--- src/rtl/instr_fetch.sv ---
// instr_fetch: single-outstanding instruction fetch feeding a 2-entry decode FIFO, with redirect flush
module instr_fetch #(
  parameter logic [31:0] RESET_PC = 32'h0000_0000
) (
  input  logic        clk,
  input  logic        rst_n,
  output logic        imem_req_valid,
  input  logic        imem_req_ready,
  output logic [31:0] imem_req_addr,
  input  logic        imem_rsp_valid,
  input  logic [31:0] imem_rsp_data,
  input  logic        redirect_valid,
  input  logic [31:0] redirect_pc,
  output logic        id_valid,
  input  logic        id_ready,
  output logic [31:0] id_pc,
  output logic [31:0] id_instr,
  output logic [6:0]  opcode,
  output logic [2:0]  funct3,
  output logic [6:0]  funct7
);
  typedef enum logic [1:0] {FETCH, WAIT, DROP, FULL} state_t;
  state_t      state, state_n;
  logic        started, rd, wr, hs, push, pop, outst;
  logic [1:0]  count, count_n;
  logic [31:0] pc, raddr;
  logic [31:0] fpc [2];
  logic [31:0] fins [2];
  assign imem_req_valid = started && state == FETCH;
  assign imem_req_addr  = pc;
  assign hs      = imem_req_valid && imem_req_ready;
  assign outst   = state == WAIT || state == DROP;
  assign push    = state == WAIT && imem_rsp_valid && !redirect_valid;
  assign pop     = id_valid && id_ready && !redirect_valid;
  assign count_n = count + {1'b0, push} - {1'b0, pop};
  assign wr      = rd ^ (count == 2'd1);
  assign id_valid = count != 2'd0;
  assign id_pc    = fpc[rd];
  assign id_instr = fins[rd];
  assign opcode   = id_instr[6:0];
  assign funct3   = id_instr[14:12];
  assign funct7   = id_instr[31:25];
  // next state: a redirect wins; a response landing in the redirect cycle retires the stale request
  always_comb begin
    state_n = state;
    if (redirect_valid) state_n = (hs || (outst && !imem_rsp_valid)) ? DROP : FETCH;
    else case (state)
      FETCH:   state_n = hs ? WAIT : FETCH;
      WAIT:    state_n = !imem_rsp_valid ? WAIT : count_n < 2'd2 ? FETCH : FULL;
      DROP:    state_n = imem_rsp_valid ? FETCH : DROP;
      default: state_n = count_n < 2'd2 ? FETCH : FULL;
    endcase
  end
  // fsm, pc, address of the outstanding request, and the one-cycle post-reset request gate
  always_ff @(posedge clk or negedge rst_n) begin
    if (!rst_n) begin
      state   <= FETCH;
      started <= 1'b0;
      pc      <= RESET_PC;
      raddr   <= RESET_PC;
    end else begin
      state   <= state_n;
      started <= 1'b1;
      if (redirect_valid) pc <= redirect_pc & ~32'd3;
      else if (hs) pc <= pc + 32'd4;
      if (hs) raddr <= pc;
    end
  end
  // decode FIFO: redirect flushes, otherwise push and pop may coincide
  always_ff @(posedge clk or negedge rst_n) begin
    if (!rst_n) begin
      count   <= 2'd0;
      rd      <= 1'b0;
      fpc[0]  <= '0;
      fpc[1]  <= '0;
      fins[0] <= '0;
      fins[1] <= '0;
    end else if (redirect_valid) begin
      count <= 2'd0;
    end else begin
      count <= count_n;
      if (pop) rd <= ~rd;
      if (push) begin
        fpc[wr]  <= raddr;
        fins[wr] <= imem_rsp_data;
      end
    end
  end
endmodule

--- config.mk ---
export PLATFORM = sky130hd
export DESIGN_NAME = instr_fetch
export DESIGN_NICKNAME = d
export VERILOG_FILES = /design/src/rtl/instr_fetch.sv
export SDC_FILE = /design/constraint.sdc
export NUM_CORES = 1
export LEC_CHECK = 0
export CAP_MARGIN = 0
export CORE_ASPECT_RATIO = 0.9
export CORE_UTILIZATION = 46
export CTS_CLUSTER_DIAMETER = 120
export DETAILED_ROUTE_END_ITERATION = 16
export PLACE_DENSITY = 0.76
export SLEW_MARGIN = 20
export SYNTH_ARGS = -nofsm -noshare
export SYNTH_HDL_FRONTEND = slang
export SYNTH_SLANG_ARGS = --single-unit
--- constraint.sdc ---
create_clock -name clk -period 2.35 [get_ports clk]
set_input_delay 0.47 -clock clk [delete_from_list [all_inputs] [get_ports clk]]
set_output_delay 0.47 -clock clk [all_outputs]
set_load 0.03 [all_outputs]
==> reports/qor.txt, run 1 <==
Area grow syn2layout -> 31.2%
Number of global-route vias before repair -> 6405
Yosys Warn Count -> 0
Synth top area cells -> dfrtp_1 55%, mux2_2 27%, buf_4 1.8%
Post-synth EDFFs -> 0
DR WL/cell -> 18.2 µm
Port Buffers -> 178
Post-route cell area -> 0.0114 mm²
Worst-Margin Slew -> 0.562 ns
Non-filler cells, final -> 1107
Share of cells above drive strength 1 -> 0.368
Power Total -> 11.0 mW
Leak pwr -> 5.46 nW
Clock skew -> 0.00943 ns
Die Y -> 132 µm
Clock root buffer -> clkbuf_16
Synth cell count leaders -> 210 x mux2_2, 190 x dfrtp_1, 29 x nand2_1, 29 x o21ai_0, 23 x nor2_1
Synth cell types -> 42
Fin nets -> 926
Worst VDD drop -> 554 µV
TritonCTS buffer count -> 17
Seq cells post-synth -> 190
Critical path data arrival time -> 1.85 ns
Core Rows -> 47
Overall routing resource usage -> 0.217
Crit share post-route -> 0.987
Final WS setup -> 0.0317 ns
Ant. Diodes -> 0
Clk sinks -> 190
Mapped Cells -> 670
Max-Cap Viols -> 0
First-pass GRT wire length -> 33000 µm
Min Tclk post-route -> 2.32 ns
Final Wtd Congestion -> 0.858
Starting Density -> 0.471
Crit start category -> register
Fin. Hold Viols -> 0
Final setup viols -> 0
Hold-fix buffer count after cts -> 0
WS Path Type -> reg2out
Initial antenna violation count -> 0
Worst skew pair latency -> 0.43 ns
DP Area -> 0.0108 mm²
CTS max path bufs -> 2
Grt ovf -> 0
Fin. max-slew vios -> 0
Post-place setup slack -> -0.306 ns
Number of remaining DRC errors -> 0
WP data required -> 1.88 ns
Worst hold margin -> 0.0161 ns
Mapped cell area -> 0.00869 mm²
Routed WL -> 20100 µm
Drt first pass iters -> 4
CTS tree -> yes
Vias/cell -> 5.46
Slew Limit Headroom -> 0.626
Fmax -> 431 MHz
Max incr delay on CP -> 0.46 ns
Hpwl dp -> 13900 µm
Inst Count DP -> 1073
H-tree depth -> 4
Antenna-violating nets left -> 0
Crit. End Element -> primary output
Gate power share -> 0.325
TNS Setup -> 0 ns
Mean post-synth cell area -> 13.0 µm²
Worst Hold Class -> in2async
PD cells -> 961 mW/mm²
CP Cell Sequence -> buf_8 -> mux2_2 -> dlygate4sd2_1
Core box area -> 0.0185 mm²
Max stage delay cell, worst path -> dfrtp_2
Vias post-DR -> 6039
Fin util -> 0.618
Yosys top cell by area -> dfrtp_1
Crit Path Max Fanout -> 16
I/O Pins -> 185
Sequential group share of total power -> 0.398
Area share of the largest cell type after synthesis -> 0.547
Total net switching power -> 3.67 mW
Status -> completed
Iter 0 DRT Violations -> 299
Dominant synthesized flop cell -> dfrtp_1
Clock Power Share -> 0.276
Seq/Total Area, Yosys -> 0.547
P_int -> 7.30 mW
Largest net degree at the start of global routing -> 66
Worst-path clk slew -> 0.07 ns
RSZ-0062 raised after global routing -> yes
Switching Fraction -> 0.335
Post-synth ARST share -> 1.00
Die Area -> 0.0194 mm²
Most common cell in the synthesized netlist -> mux2_2
Die X -> 147 µm
power by group through the flow:
| stage | sequential [mW] | clock [mW] | combinational, mW |
|---|---|---|---|
| after floorplan | 4.36 | 0 | 2.42 |
| after CTS | 4.36 | 3.11 | 3.56 |
| after global placement | 4.34 | 0 | 3.74 |
| after global routing | 4.46 | 3.22 | 3.78 |
| final | 4.37 | 3.03 | 3.57 |
| after detailed placement | 4.42 | 0 | 3.81 |
cell type report:
class | count | area, µm²
Clock buffer | 19 | 453
Fill cell | 1483 | 7060
Inverter | 11 | 41.3
Clock inverter | 13 | 178
Sequential cell | 190 | 4760
Multi-Input combinational cell | 416 | 3650
Timing Repair Buffer | 213 | 2020
Tap cell | 245 | 307
timing repair:
item / CTS / global route
setup buffers: 0 / 2
gates resized for setup: 74 / 24
endpoints found under the setup margin: 72 / 50
pin swaps: 1 / 1
cloned: 0 / 1
path summary, 6_finish.rpt:
path                                      from                             to  slack [ns]  cells after the start
max in group asynchronous                rst_n   imem_req_addr[5]$_DFFE_PN0N_        1.61                      2
hold reg to reg            fins[5]$_DFFE_PN0P_            fins[5]$_DFFE_PN0P_        0.50                      1
min in group clk           fins[5]$_DFFE_PN0P_            fins[5]$_DFFE_PN0P_        0.50                      1
setup reg to reg            state[0]$_DFF_PN0_  imem_req_addr[29]$_DFFE_PN0N_        0.11                      6
hold / removal                           rst_n            fpc[28]$_DFFE_PN0P_        0.02                      1
setup / recovery                rd$_DFFE_PN0P_                      id_pc[11]        0.03                      3
layer usage:
layer  up-vias  GRT usage  part of all wire
met5         -          0                 0
met4         0     0.0741             0.014
met3        24     0.0481             0.059
met2       208      0.365              0.49
met1      3058      0.275              0.44
li1       2749          -                 -
layout by cell type (no fill, tap or decap), types with 4 or more instances in the layout:
| cell | count |
|---|---|
| mux2_2 | 210 |
| dfrtp_1 | 189 |
| clkdlybuf4s50_1 | 97 |
| dlygate4sd2_1 | 58 |
| buf_4 | 36 |
| o21ai_0 | 29 |
| nand2_1 | 28 |
| nor2_1 | 23 |
| clkbuf_16 | 18 |
| a31oi_1 | 16 |
| nand4_1 | 12 |
| xnor2_1 | 11 |
| clkbuf_2 | 10 |
| inv_1 | 8 |
| nand3_1 | 8 |
| buf_12 | 8 |
| ha_1 | 6 |
| or3_1 | 5 |
| or3_2 | 5 |
| conb_1 | 5 |
| nor4_1 | 4 |
| nor3_1 | 4 |
| or4_1 | 4 |
| xor2_1 | 4 |
| clkinv_4 | 4 |
registers in the layout, indices dropped and copies added, names as in the netlist:
register / count
count: 2
started: 1
fins: 64
fpc: 60
state: 2
imem_req_addr: 30
raddr: 30
rd: 1
critical path: cells and delay by family, from the launching register on:
family / cells / cell delay [ns]
flops: 1 / 0.46
mux: 1 / 0.38
buf+inv: 2 / 0.58
cells by family (layout without fill, tap and decap cells):
logic type,after synthesis,count (layout),synth area share
AOI/OAI and AO/OA,58,58,0.0394
xor gates and xnor gates,15,15,0.0151
adders and majority gates,7,7,0.0101
buffers and inverters,67,256,0.0392
DFF,190,190,0.547
muxes,211,211,0.273
other,2,5,0.000864
and+or+nand+nor,120,120,0.0750
Power figures use the tool's default switching activity.
==> inputs of run 2 (changes only) <==
Settings changed: CORE_UTILIZATION 46 to 35, PLACE_DENSITY 0.76 to unset, PLACE_DENSITY_LB_ADDON set to 0.15.
==> run 2 against run 1 <==
Effect of this change:
- first-iteration DRC count shrank 7.7%
- final cell count grew 5.8%
- sequential power is essentially flat
- combinational power shrank 3%
- worst hold slack lost 0.013 ns
- die area grew 31%
- fmax shrank 0.57%
- clock power shrank 9.6%
- global-route usage shrank 4.4 points
- non-clock buffer count is the same
- critical path depth is the same
- power shrank 3.8%
- critical path type unchanged
- largest cell class unchanged
==> reports/qor.txt, run 2 (synthesis gave the netlist of run 1 again) <==
H-tree depth -> 4 (unchanged)
Iter 0 DRT Violations -> 276 (was 299)
Min Tclk post-route -> 2.33 ns (was 2.32 ns)
Hpwl dp -> 14500 µm (was 13900 µm)
Grt ovf -> 0 (unchanged)
Clock skew -> 0.0105 ns (was 0.00943 ns)
Gate power share -> 0.328 (was 0.325)
I/O Pins -> 185 (unchanged)
TNS Setup -> 0 ns (unchanged)
Fin. Hold Viols -> 0 (unchanged)
CP startpoint -> rd$_DFFE_PN0P_ (unchanged)
WP data required -> 1.88 ns (about the same)
Drt first pass iters -> 4 (unchanged)
FILL cells -> 2199 (was 1483)
Fmax -> 429 MHz (was 431 MHz)
TritonCTS buffer count -> 17 (unchanged)
First-pass GRT wire length -> 33900 µm (was 33000 µm)
Crit start category -> register (unchanged)
R2R Path Start -> state[0]$_DFF_PN0_ (unchanged)
Critical path data arrival time -> 1.86 ns (was 1.85 ns)
Most frequent cells in the layout -> 210 x mux2_2, 189 x dfrtp_1, 97 x clkdlybuf4s50_1, 66 x clkbuf_2, 30 x buf_4 (was 210 x mux2_2, 189 x dfrtp_1, 97 x clkdlybuf4s50_1, 58 x dlygate4sd2_1, 36 x buf_4)
CTS max path bufs -> 2 (unchanged)
Final setup viols -> 0 (unchanged)
Hold-fix buffer count after cts -> 0 (unchanged)
Core box area -> 0.0243 mm² (was 0.0185 mm²)
Share of cells above drive strength 1 -> 0.427 (was 0.368)
Worst reg2reg setup slack -> 0.11 ns (about the same)
Max FFs per register -> 64 (unchanged)
FF-to-FF path depth -> 7 (was 6)
Fin util -> 0.462 (was 0.618)
Clock root buffer -> clkbuf_16 (unchanged)
PD cells -> 939 mW/mm² (was 961 mW/mm²)
Starting Density -> 0.357 (was 0.471)
Fin nets -> 926 (unchanged)
Sequential group share of total power -> 0.412 (was 0.398)
Number of remaining DRC errors -> 0 (unchanged)
Worst hold margin -> 0.00319 ns (was 0.0161 ns)
Slew Limit Headroom -> 0.657 (was 0.626)
Worst Hold Class -> in2async (unchanged)
P_int -> 6.83 mW (was 7.30 mW)
Clock Power Share -> 0.259 (was 0.276)
Vias post-DR -> 5959 (was 6039)
Worst skew pair latency -> 0.43 ns (about the same)
Worst-path clk slew -> 0.07 ns (about the same)
Non-filler cells, final -> 1171 (was 1107)
Status -> completed (unchanged)
Biggest register -> fins (unchanged)
Antenna-violating nets left -> 0 (unchanged)
Crit share post-route -> 0.992 (was 0.987)
WS Path Type -> reg2out (unchanged)
DR WL/cell -> 18.0 µm (was 18.2 µm)
Final Wtd Congestion -> 0.812 (was 0.858)
CTS tree -> yes (unchanged)
Worst Setup EP -> id_pc[13] (was id_pc[11])
Number of global-route vias before repair -> 6433 (was 6405)
Largest registers -> fins (64), fpc (60) (unchanged)
Routed WL -> 21000 µm (was 20100 µm)
RSZ-0062 raised after global routing -> yes (unchanged)
Clk sinks -> 190 (unchanged)
Inst Count DP -> 1138 (was 1073)
Total net switching power -> 3.72 mW (was 3.67 mW)
Die Y -> 151 µm (was 132 µm)
Fin. max-slew vios -> 0 (unchanged)
Worst VDD drop -> 497 µV (was 554 µV)
Port Buffers -> 178 (unchanged)
Worst-Margin Slew -> 0.515 ns (was 0.562 ns)
Vias/cell -> 5.09 (was 5.46)
Core Rows -> 54 (was 47)
Area grow syn2layout -> 29.3% (was 31.2%)
Overall routing resource usage -> 0.173 (was 0.217)
Die X -> 168 µm (was 147 µm)
Max-Cap Viols -> 0 (unchanged)
Die Area -> 0.0255 mm² (was 0.0194 mm²)
Most common cell after layout, fill and taps aside -> mux2_2 (unchanged)
Switching Fraction -> 0.353 (was 0.335)
Crit. End Element -> primary output (unchanged)
Initial antenna violation count -> 2 (was 0)
Crit Path Max Fanout -> 32 (was 16)
Largest net degree at the start of global routing -> 63 (was 66)
Leak pwr -> 5.27 nW (was 5.46 nW)
R2r endpoint -> imem_req_addr[29]$_DFFE_PN0N_ (unchanged)
## run 2: cell types whose count changed in the layout (fill, tap and decap cells not counted), moves of 2 or more
| cell | change |
|---|---|
| clkbuf_8 | -2 |
| clkinv_2 | +2 |
| clkdlybuf4s15_1 | +2 |
| buf_12 | +3 |
| dlygate4sd2_1 | -54 |
| bufinv_16 | -3 |
| clkbuf_2 | +56 |
| inv_8 | +2 |
| buf_4 | -6 |
## run 2: power groups by stage
stage	combinational (mW)	clock (mW)	sequential, mW
3_5_place_dp	3.85	0	4.42
6_report	3.46	2.74	4.35
4_1_cts	3.57	2.82	4.35
3_3_place_gp	3.81	0	4.36
2_1_floorplan	2.42	0	4.36
5_1_grt	3.69	2.95	4.46
## run 2: per-stage QoR
step | setup slack, ns | power, mW | instance area [µm²]
2_1_floorplan | 0.0294 | 6.79 | 8700
3_3_place_gp | -0.219 | 8.16 | 11000
3_5_place_dp | -0.241 | 8.26 | 11000
4_1_cts | -0.0262 | 10.7 | 11500
5_1_grt | -0.0581 | 11.1 | 11200
6_report | 0.0183 | 10.6 | 11200
## run 2: repair_timing
item,CTS,global route
buffers inserted,0,0
pin swaps,0,1
resized for setup,74,140
setup endpoints to repair,73,76
## run 2: how the worst min path moves through the flow
stage | end | slack (ns) | cells past startpoint
global route | fins[46]$_DFFE_PN0P_ | 0.02 | 1
floorplan | count[0]$_DFF_PN0_ | 0.17 | 0
global placement | fins[12]$_DFFE_PN0P_ | 0.46 | 1
CTS | fins[13]$_DFFE_PN0P_ | 0.002 | 1
finish | fins[13]$_DFFE_PN0P_ | 0.003 | 1
detailed placement | fins[13]$_DFFE_PN0P_ | 0.47 | 1
## run 2: layout make-up
type                            count  area, µm²  share of cell area
Multi-Input combinational cell    416       3650               0.325
Tap cell                          308        385              0.0343
Clock inverter                     14        121              0.0108
Antenna cell                        1       2.50            0.000223
Inverter                           11       41.3             0.00367
Sequential cell                   190       4760               0.423
Clock buffer                       18        429              0.0382
Timing Repair Buffer              213       1850               0.165
## run 2: critical path, stage by stage, from the launching register on
cell	delay [ns]
dfrtp_4	0.45
buf_16	0.24
mux2_2	0.36
dlygate4sd2_1	0.38
## run 2: per-layer routing
metal,vias to the layer above,track usage,part of all wire
met2,167,0.292,0.48
met5,-,0,0.00062
met1,3035,0.219,0.45
met4,2,0.0450,0.011
li1,2733,-,-
met3,22,0.0483,0.056
==> inputs of run 3 (changes only) <==
Settings changed: CAP_MARGIN 0 to 20.
==> results of run 3 <==
Final layout, timing and power as in run 2 (identical DEF).
